## config.mk

```make
export PLATFORM = sky130hd
export DESIGN_NAME = decode_stage_pipe_flat
export DESIGN_NICKNAME = d
export VERILOG_FILES = /design/src/rtl/decode_stage_pipe_if.sv /design/src/rtl/decode_stage_pipe.sv /design/src/flat_wrapper.sv
export SDC_FILE = /design/constraint.sdc
export NUM_CORES = 1
export LEC_CHECK = 0
export BUFFER_PORTS_ARGS = -buffer_cell sky130_fd_sc_hd__buf_4
export CAP_MARGIN = 40
export CELL_PAD_IN_SITES_DETAIL_PLACEMENT = 0
export CELL_PAD_IN_SITES_GLOBAL_PLACEMENT = 1
export CORE_MARGIN = 2
export CORE_UTILIZATION = 39
export DETAILED_ROUTE_END_ITERATION = 16
export HOLD_SLACK_MARGIN = 0.1
export PLACE_DENSITY_LB_ADDON = 0.25
export SETUP_SLACK_MARGIN = 0.3
export SLEW_MARGIN = 10
export SYNTH_ARGS = -nofsm -noshare
export SYNTH_HDL_FRONTEND = slang
export SYNTH_SLANG_ARGS = --single-unit
```

## constraint.sdc

```tcl
create_clock -name clk -period 5 [get_ports clk]
set_clock_uncertainty 0.15 [all_clocks]
set_input_delay 1 -clock clk [delete_from_list [all_inputs] [get_ports clk]]
set_output_delay 1 -clock clk [all_outputs]
set_load 0.005 [all_outputs]
```

## src/rtl/decode_stage_pipe_if.sv

```systemverilog
// Fetch-to-execute bundle of the decode stage: input handshake, flush, decoded outputs.
// The interface adds no registers and no latency of its own.
// Backpressure: in_ready_o and out_ready_i carry the valid/ready flow control.
interface decode_stage_pipe_if #(
  parameter int INSTR_SIZE = 32,
  parameter int XLEN       = 32,
  parameter int PC_W       = 32,
  parameter int CNT_W      = 16
);
  logic                  in_valid_i;
  logic                  in_ready_o;
  logic [INSTR_SIZE-1:0] instr_i;
  logic [PC_W-1:0]       pc_i;
  logic                  flush_i;
  logic                  out_valid_o;
  logic                  out_ready_i;
  logic                  ctrl_op_o;
  logic                  ctrl_ld_o;
  logic                  ctrl_st_o;
  logic                  ctrl_jm_o;
  logic                  ctrl_br_o;
  logic                  ctrl_illegal_o;
  logic [4:0]            rs1_o;
  logic [4:0]            rs2_o;
  logic [4:0]            rd_o;
  logic                  use_rs1_o;
  logic                  use_rs2_o;
  logic                  rd_we_o;
  logic [2:0]            funct3_o;
  logic [6:0]            funct7_o;
  logic [XLEN-1:0]       imm_o;
  logic [PC_W-1:0]       pc_o;
  logic [CNT_W-1:0]      bubble_cnt_o;

  // Decode stage side.
  modport slave (
    input  in_valid_i, instr_i, pc_i, flush_i, out_ready_i,
    output in_ready_o, out_valid_o,
    output ctrl_op_o, ctrl_ld_o, ctrl_st_o, ctrl_jm_o, ctrl_br_o, ctrl_illegal_o,
    output rs1_o, rs2_o, rd_o, use_rs1_o, use_rs2_o, rd_we_o,
    output funct3_o, funct7_o, imm_o, pc_o, bubble_cnt_o
  );

  // Fetch/execute side.
  modport master (
    output in_valid_i, instr_i, pc_i, flush_i, out_ready_i,
    input  in_ready_o, out_valid_o,
    input  ctrl_op_o, ctrl_ld_o, ctrl_st_o, ctrl_jm_o, ctrl_br_o, ctrl_illegal_o,
    input  rs1_o, rs2_o, rd_o, use_rs1_o, use_rs2_o, rd_we_o,
    input  funct3_o, funct7_o, imm_o, pc_o, bubble_cnt_o
  );
endinterface

```

## src/rtl/decode_stage_pipe.sv

```systemverilog
// Registered decode: one-hot class, register fields, sign-extended immediate, load-use bubble.
// Latency 1 cycle; one instruction per cycle when no hazard and execute is ready.
// Backpressure: in_ready_o drops while the held result is stalled, on a load-use hazard, or on flush.
module decode_stage_pipe #(
  parameter int INSTR_SIZE = 32,
  parameter int XLEN       = 32,
  parameter int PC_W       = 32,
  parameter int CNT_W      = 16
) (
  input  logic                   clk,
  input  logic                   reset,
  decode_stage_pipe_if.slave     bus
);
  localparam logic [6:0] OPC_OP     = 7'b0110011;
  localparam logic [6:0] OPC_OP_IMM = 7'b0010011;
  localparam logic [6:0] OPC_LD     = 7'b0000011;
  localparam logic [6:0] OPC_ST     = 7'b0100011;
  localparam logic [6:0] OPC_BR     = 7'b1100011;
  localparam logic [6:0] OPC_JAL    = 7'b1101111;
  localparam logic [6:0] OPC_JALR   = 7'b1100111;
  localparam logic [6:0] OPC_LUI    = 7'b0110111;
  localparam logic [6:0] OPC_AUIPC  = 7'b0010111;

  logic [INSTR_SIZE-1:0] instr;
  assign instr = bus.instr_i;

  // Decoded view of the incoming instruction.
  logic        d_op, d_ld, d_st, d_jm, d_br, d_ill;
  logic        d_use_rs1, d_use_rs2, d_wr_class, d_rd_we;
  logic [31:0] d_imm32;
  logic [4:0]  d_rs1, d_rs2, d_rd;

  // Held (registered) state.
  logic             valid_q;
  logic             op_q, ld_q, st_q, jm_q, br_q, ill_q;
  logic [4:0]       rs1_q, rs2_q, rd_q;
  logic             use_rs1_q, use_rs2_q, rd_we_q;
  logic [2:0]       funct3_q;
  logic [6:0]       funct7_q;
  logic [XLEN-1:0]  imm_q;
  logic [PC_W-1:0]  pc_q;
  logic [CNT_W-1:0] cnt_q;
  logic             hazard, ready, accept;

  assign d_rs1 = instr[19:15];
  assign d_rs2 = instr[24:20];
  assign d_rd  = instr[11:7];

  // Classify the opcode and assemble the 32-bit immediate for its format.
  // Every legal opcode ends in 2'b11, so a bad low pair falls into the illegal default.
  always_comb begin
    d_op = 1'b0; d_ld = 1'b0; d_st = 1'b0; d_jm = 1'b0; d_br = 1'b0; d_ill = 1'b0;
    d_use_rs1 = 1'b0; d_use_rs2 = 1'b0; d_wr_class = 1'b0;
    d_imm32 = '0;
    case (instr[6:0])
      OPC_OP:     begin d_op = 1'b1; d_use_rs1 = 1'b1; d_use_rs2 = 1'b1; d_wr_class = 1'b1; end
      OPC_OP_IMM: begin d_op = 1'b1; d_use_rs1 = 1'b1; d_wr_class = 1'b1;
                        d_imm32 = {{20{instr[31]}}, instr[31:20]}; end
      OPC_LD:     begin d_ld = 1'b1; d_use_rs1 = 1'b1; d_wr_class = 1'b1;
                        d_imm32 = {{20{instr[31]}}, instr[31:20]}; end
      OPC_ST:     begin d_st = 1'b1; d_use_rs1 = 1'b1; d_use_rs2 = 1'b1;
                        d_imm32 = {{20{instr[31]}}, instr[31:25], instr[11:7]}; end
      OPC_BR:     begin d_br = 1'b1; d_use_rs1 = 1'b1; d_use_rs2 = 1'b1;
                        d_imm32 = {{20{instr[31]}}, instr[7], instr[30:25], instr[11:8], 1'b0}; end
      OPC_JAL:    begin d_jm = 1'b1; d_wr_class = 1'b1;
                        d_imm32 = {{12{instr[31]}}, instr[19:12], instr[20], instr[30:21], 1'b0}; end
      OPC_JALR:   begin d_jm = 1'b1; d_use_rs1 = 1'b1; d_wr_class = 1'b1;
                        d_imm32 = {{20{instr[31]}}, instr[31:20]}; end
      OPC_LUI,
      OPC_AUIPC:  begin d_op = 1'b1; d_wr_class = 1'b1;
                        d_imm32 = {instr[31:12], 12'h000}; end
      default:    d_ill = 1'b1;
    endcase
  end

  // Writes to x0 are dropped, which also keeps x0 loads from ever causing a hazard.
  assign d_rd_we = d_wr_class & (d_rd != 5'd0);

  assign hazard = valid_q & ld_q & rd_we_q &
                  ((d_use_rs1 & (d_rs1 == rd_q)) | (d_use_rs2 & (d_rs2 == rd_q)));
  assign ready  = (~valid_q | bus.out_ready_i) & ~hazard & ~bus.flush_i;
  assign accept = bus.in_valid_i & ready;

  // Output register: flush beats accept beats drain; data fields move only on accept.
  always_ff @(posedge clk or posedge reset) begin
    if (reset) begin
      valid_q <= 1'b0;
      op_q <= 1'b0; ld_q <= 1'b0; st_q <= 1'b0; jm_q <= 1'b0; br_q <= 1'b0; ill_q <= 1'b0;
      rs1_q <= '0; rs2_q <= '0; rd_q <= '0;
      use_rs1_q <= 1'b0; use_rs2_q <= 1'b0; rd_we_q <= 1'b0;
      funct3_q <= '0; funct7_q <= '0; imm_q <= '0; pc_q <= '0;
    end else if (bus.flush_i) begin
      valid_q <= 1'b0;
    end else if (accept) begin
      valid_q   <= 1'b1;
      op_q <= d_op; ld_q <= d_ld; st_q <= d_st; jm_q <= d_jm; br_q <= d_br; ill_q <= d_ill;
      rs1_q <= d_rs1; rs2_q <= d_rs2; rd_q <= d_rd;
      use_rs1_q <= d_use_rs1; use_rs2_q <= d_use_rs2; rd_we_q <= d_rd_we;
      funct3_q  <= instr[14:12];
      funct7_q  <= instr[31:25];
      imm_q     <= XLEN'($signed(d_imm32));
      pc_q      <= bus.pc_i;
    end else if (bus.out_ready_i) begin
      valid_q <= 1'b0;
    end
  end

  // Saturating count of cycles where a presented instruction was held back by a load-use hazard.
  always_ff @(posedge clk or posedge reset) begin
    if (reset) begin
      cnt_q <= '0;
    end else if (bus.in_valid_i & hazard & ~bus.flush_i & (cnt_q != {CNT_W{1'b1}})) begin
      cnt_q <= cnt_q + CNT_W'(1);
    end
  end

  assign bus.in_ready_o     = ready;
  assign bus.out_valid_o    = valid_q;
  assign bus.ctrl_op_o      = op_q;
  assign bus.ctrl_ld_o      = ld_q;
  assign bus.ctrl_st_o      = st_q;
  assign bus.ctrl_jm_o      = jm_q;
  assign bus.ctrl_br_o      = br_q;
  assign bus.ctrl_illegal_o = ill_q;
  assign bus.rs1_o          = rs1_q;
  assign bus.rs2_o          = rs2_q;
  assign bus.rd_o           = rd_q;
  assign bus.use_rs1_o      = use_rs1_q;
  assign bus.use_rs2_o      = use_rs2_q;
  assign bus.rd_we_o        = rd_we_q;
  assign bus.funct3_o       = funct3_q;
  assign bus.funct7_o       = funct7_q;
  assign bus.imm_o          = imm_q;
  assign bus.pc_o           = pc_q;
  assign bus.bubble_cnt_o   = cnt_q;
endmodule

```

## src/flat_wrapper.sv

```systemverilog
// flat-port wrapper written by rule: the top's interface ports become plain ports
module decode_stage_pipe_flat 
#(
  parameter int INSTR_SIZE = 32,
  parameter int XLEN       = 32,
  parameter int PC_W       = 32,
  parameter int CNT_W      = 16
)
  (clk, reset, bus_in_valid_i, bus_instr_i, bus_pc_i, bus_flush_i, bus_out_ready_i, bus_in_ready_o, bus_out_valid_o, bus_ctrl_op_o, bus_ctrl_ld_o, bus_ctrl_st_o, bus_ctrl_jm_o, bus_ctrl_br_o, bus_ctrl_illegal_o, bus_rs1_o, bus_rs2_o, bus_rd_o, bus_use_rs1_o, bus_use_rs2_o, bus_rd_we_o, bus_funct3_o, bus_funct7_o, bus_imm_o, bus_pc_o, bus_bubble_cnt_o);
  decode_stage_pipe_if #(.INSTR_SIZE(INSTR_SIZE), .XLEN(XLEN), .PC_W(PC_W), .CNT_W(CNT_W)) bus_i ();
  input  logic clk;
  input  logic reset;
  input wire logic [$bits(bus_i.in_valid_i)-1:0] bus_in_valid_i;
  input wire logic [$bits(bus_i.instr_i)-1:0] bus_instr_i;
  input wire logic [$bits(bus_i.pc_i)-1:0] bus_pc_i;
  input wire logic [$bits(bus_i.flush_i)-1:0] bus_flush_i;
  input wire logic [$bits(bus_i.out_ready_i)-1:0] bus_out_ready_i;
  output wire logic [$bits(bus_i.in_ready_o)-1:0] bus_in_ready_o;
  output wire logic [$bits(bus_i.out_valid_o)-1:0] bus_out_valid_o;
  output wire logic [$bits(bus_i.ctrl_op_o)-1:0] bus_ctrl_op_o;
  output wire logic [$bits(bus_i.ctrl_ld_o)-1:0] bus_ctrl_ld_o;
  output wire logic [$bits(bus_i.ctrl_st_o)-1:0] bus_ctrl_st_o;
  output wire logic [$bits(bus_i.ctrl_jm_o)-1:0] bus_ctrl_jm_o;
  output wire logic [$bits(bus_i.ctrl_br_o)-1:0] bus_ctrl_br_o;
  output wire logic [$bits(bus_i.ctrl_illegal_o)-1:0] bus_ctrl_illegal_o;
  output wire logic [$bits(bus_i.rs1_o)-1:0] bus_rs1_o;
  output wire logic [$bits(bus_i.rs2_o)-1:0] bus_rs2_o;
  output wire logic [$bits(bus_i.rd_o)-1:0] bus_rd_o;
  output wire logic [$bits(bus_i.use_rs1_o)-1:0] bus_use_rs1_o;
  output wire logic [$bits(bus_i.use_rs2_o)-1:0] bus_use_rs2_o;
  output wire logic [$bits(bus_i.rd_we_o)-1:0] bus_rd_we_o;
  output wire logic [$bits(bus_i.funct3_o)-1:0] bus_funct3_o;
  output wire logic [$bits(bus_i.funct7_o)-1:0] bus_funct7_o;
  output wire logic [$bits(bus_i.imm_o)-1:0] bus_imm_o;
  output wire logic [$bits(bus_i.pc_o)-1:0] bus_pc_o;
  output wire logic [$bits(bus_i.bubble_cnt_o)-1:0] bus_bubble_cnt_o;
  assign bus_i.in_valid_i = bus_in_valid_i;
  assign bus_i.instr_i = bus_instr_i;
  assign bus_i.pc_i = bus_pc_i;
  assign bus_i.flush_i = bus_flush_i;
  assign bus_i.out_ready_i = bus_out_ready_i;
  assign bus_in_ready_o = bus_i.in_ready_o;
  assign bus_out_valid_o = bus_i.out_valid_o;
  assign bus_ctrl_op_o = bus_i.ctrl_op_o;
  assign bus_ctrl_ld_o = bus_i.ctrl_ld_o;
  assign bus_ctrl_st_o = bus_i.ctrl_st_o;
  assign bus_ctrl_jm_o = bus_i.ctrl_jm_o;
  assign bus_ctrl_br_o = bus_i.ctrl_br_o;
  assign bus_ctrl_illegal_o = bus_i.ctrl_illegal_o;
  assign bus_rs1_o = bus_i.rs1_o;
  assign bus_rs2_o = bus_i.rs2_o;
  assign bus_rd_o = bus_i.rd_o;
  assign bus_use_rs1_o = bus_i.use_rs1_o;
  assign bus_use_rs2_o = bus_i.use_rs2_o;
  assign bus_rd_we_o = bus_i.rd_we_o;
  assign bus_funct3_o = bus_i.funct3_o;
  assign bus_funct7_o = bus_i.funct7_o;
  assign bus_imm_o = bus_i.imm_o;
  assign bus_pc_o = bus_i.pc_o;
  assign bus_bubble_cnt_o = bus_i.bubble_cnt_o;
  decode_stage_pipe #(.INSTR_SIZE(INSTR_SIZE), .XLEN(XLEN), .PC_W(PC_W), .CNT_W(CNT_W)) u_core (.clk(clk), .reset(reset), .bus(bus_i));
endmodule
```

==> flow_summary_export.csv <==
group,metric,value,unit
synth,synth_area_per_cell,12.4,sq um
global_route,grt_max_degree,51,
critical_path,cp.arrival,2.22,ns
clocking,clk_latency,0.41,ns
final_layout,nNetsFinal,683,
placement,hpwlAfterDp,9250,microns
floorplan,fp.dieW,119,microns
synth,synthArstFlopShare,100,%
route,dr.pass1.iters,4,
global_route,gr-total-overflow,0,
pwr,power_frac_clock,44.4,%
sta,final_hold_viol_count,0,
critical_path,slowest_stage,"nor3_1",
critical_path,critPathMaxFanout,5,
critical_path,end_kind,"primary output",
route,routed_wl,12800,microns
synth,syn_area,5200,sq um
global_route,grt.total_usage,18.1,%
final_layout,finalCoreUtilization,55.6,%
floorplan,rows,42,
pwr,power_frac_comb,14.3,%
critical_path,crit_type,"primary input to primary output",
critical_path,reg2regPathDepth,7,
run_status,status,"finished clean",
pwr,switching_share,23.5,%
clocking,numCtsBuffers,17,
route,drc,0,
sta,fin_crit,3.37,ns
clocking,clock-sinks,115,
synth,synth_warnings,0,
floorplan,initial_core_util,39.6,%
final_layout,n_fill_cell,1175,
floorplan,coreArea,13100,sq um
sta,finalMaxSlewViolations,0,
pwr,p_leak,3.52,nW
final_layout,layout_commonest_cell,"buf_4",
placement,place.gp.congestion,0.774,
clocking,clkTransAtPathRegs,0.05,ns
pwr,vdd_ir_drop_max,0.184,mV
sta,fmax,297,MHz
critical_path,max_stage_delay,0.38,ns
clocking,cts_resized,0,
route,vias,3914,
synth,syn_inst,420,
route,viasPerCell,4.88,
pwr,power.share.sequential,41.3,%
floorplan,die_area,14300,sq um
clocking,h-tree-depth,4,
final_layout,final_cell_mix,"190 x buf_4, 115 x dfrtp_1, 69 x mux2_1",
floorplan,boundaryPins,185,
clocking,cts_tree,"built",
final_layout,diodes,0,
job,cap_violations,0,
critical_path,crit_path_frequent_cell,"buf_4",
sta,rsz0062_at_grt,"no",
route,ant_nets,0,
final_layout,seq_area,2880,sq um
route,drt-initial-drc-count,166,
sta,timing.final.crit_share,67.4,%
worst_hold_path,min_path_cells,1,
synth,syn_nets,490,
critical_path,worstPathRequired,3.85,ns
global_route,grt_pass1_vias,3888,
clocking,cts_setup_buffers,0,
sta,setup_viol,0,
final_layout,multiInputGateArea,2060,sq um
route,routedWlPerCell,15.9,microns
placement,portBuffers,184,
sta,worst-slew-pin-transition,0.950,ns
clocking,root_buffer,"clkbuf_16",
sta,tns,0,ns
pwr,p_int,0.00200,W
critical_path,cp-start-kind,"primary input",
synth,synth_edf_count,0,
synth,synth_ff_type,"dfrtp_1",
clocking,clockBufferDepth,2,
worst_hold_path,hold_path_class,"register to register",
floorplan,die_h,119,microns
pwr,p_sw,0.000614,W
critical_path,crit_path_cell_trace,"buf_4, xnor2_1, nand3_1, nor3_1, o21ai_2, nand2_1, nor2_1, buf_4",
synth,ys_types,44,
final_layout,area_growth,40.6,%
sta,slew_headroom,36.1,%
clocking,cts_hold_buffers,0,
synth,ys_ff_latch,115,
global_route,antenna_found_initial,0,
pwr,p_per_area,357,nW/um^2
final_layout,drive_gt1_share,37.4,%
global_route,grt_pass1_wl,20100,microns
synth,synth-seq-area-share,55.3,%
==> sequential cells by signal, indices dropped and copies added, names as in the netlist <==
name	cells
u_core.bus.imm_o	32
u_core.bus.pc_o	32
u_core.bus.bubble_cnt_o	16
u_core.bus.funct7_o	7
u_core.bus.rd_o	5
u_core.bus.rs1_o	5
u_core.bus.rs2_o	5
u_core.bus.funct3_o	3
u_core.bus.ctrl_br_o	1
u_core.bus.ctrl_illegal_o	1
u_core.bus.ctrl_jm_o	1
u_core.bus.ctrl_ld_o	1
u_core.bus.ctrl_op_o	1
u_core.bus.ctrl_st_o	1
u_core.bus.out_valid_o	1
u_core.bus.rd_we_o	1
u_core.bus.use_rs1_o	1
u_core.bus.use_rs2_o	1
==> cell families after synthesis <==
kind of cell	share of synthesized area, %
buf+inv	5.58
flops	55.3
compound gates	4.74
fa+ha+maj	0.241
xor+xnor	4.04
mux	20.9
simple gates	9.12
==> worst max-delay path: cells and delay by family <==
kind | cells | cell delay (ns)
AO/OA/AOI/OAI | 1 | 0.16
XOR/XNOR | 1 | 0.18
buffers and inverters | 2 | 0.24
AND/OR/NAND/NOR | 4 | 0.62
==> metrics by stage <==
step	total power (W)	worst slack, ns	hold WS, ns	cells	cell area [sq um]
after global placement	0.00146	1.56	0.320	768	6730
after detailed placement	0.00148	1.51	0.326	770	6740
final	0.00261	1.63	0.335	802	7310
after global routing	0.00272	1.48	0.345	802	7310
after CTS	0.00265	1.58	0.338	802	7310
after floorplan	0.00124	0.806	0.328	420	5200
==> worst paths after layout <==
check | to | start | slack (ns)
setup / recovery | bus_in_ready_o | bus_instr_i[19] | 1.63
hold / removal | u_core.bus.pc_o[27]$_DFFE_PP0P_ | u_core.bus.pc_o[27]$_DFFE_PP0P_ | 0.34
setup reg to reg | u_core.bus.funct7_o[5]$_DFFE_PP0P_ | u_core.bus.rd_o[0]$_DFFE_PP0P_ | 2.31
hold reg to reg | u_core.bus.pc_o[27]$_DFFE_PP0P_ | u_core.bus.pc_o[27]$_DFFE_PP0P_ | 0.34
max in group asynchronous | u_core.bus.pc_o[23]$_DFFE_PP0P_ | reset | 3.19
min in group asynchronous | u_core.bus.pc_o[26]$_DFFE_PP0P_ | reset | 0.53
==> power groups by stage <==
stage	registers [W]	logic (W)	clock network (W)
after floorplan	0.00109	0.000150	0
after global placement	0.00109	0.000376	0
after detailed placement	0.00109	0.000382	0
after CTS	0.00108	0.000383	0.00119
after global routing	0.00109	0.000407	0.00123
final	0.00108	0.000375	0.00116
==> cells in the mapped netlist, types with 2 or more instances <==
library cell	number	area share [%]
xor2_1	17	2.9
and3b_1	2	0.34
nand2b_1	2	0.24
nor2_1	17	1.2
nor4_1	7	0.84
a22o_1	4	0.67
and3_1	5	0.60
nand3_1	13	1.3
buf_2	4	0.39
nor2b_1	2	0.24
clkbuf_1	2	0.14
xnor2_1	7	1.2
nand2_1	16	1.2
a21oi_1	24	2.3
nand4_1	3	0.36
o21ai_0	4	0.39
mux2i_1	30	5.8
dfrtp_1	115	55
nor3_1	9	0.87
mux2_1	69	15
inv_1	35	2.5
buf_6	11	2.4
==> layer usage <==
layer / vias to the layer above / wire (microns) / track usage [%]
met3: 16 / 806 / 5.99
met4: 0 / 170 / 6.32
met1: 1935 / 5470 / 22.6
met2: 112 / 6340 / 29.4
li1: 1851 / - / -
met5: - / 0 / 0
==> cell type report <==
type / count / share of cell area, %
Timing Repair Buffer: 192 / 19.9
Clock inverter: 11 / 1.51
Clock buffer: 21 / 6.30
Sequential cell: 115 / 39.4
Multi-Input combinational cell: 252 / 28.1
Tap cell: 176 / 3.01
Inverter: 35 / 1.83
Note: power is estimated with default switching activity, not from simulation.
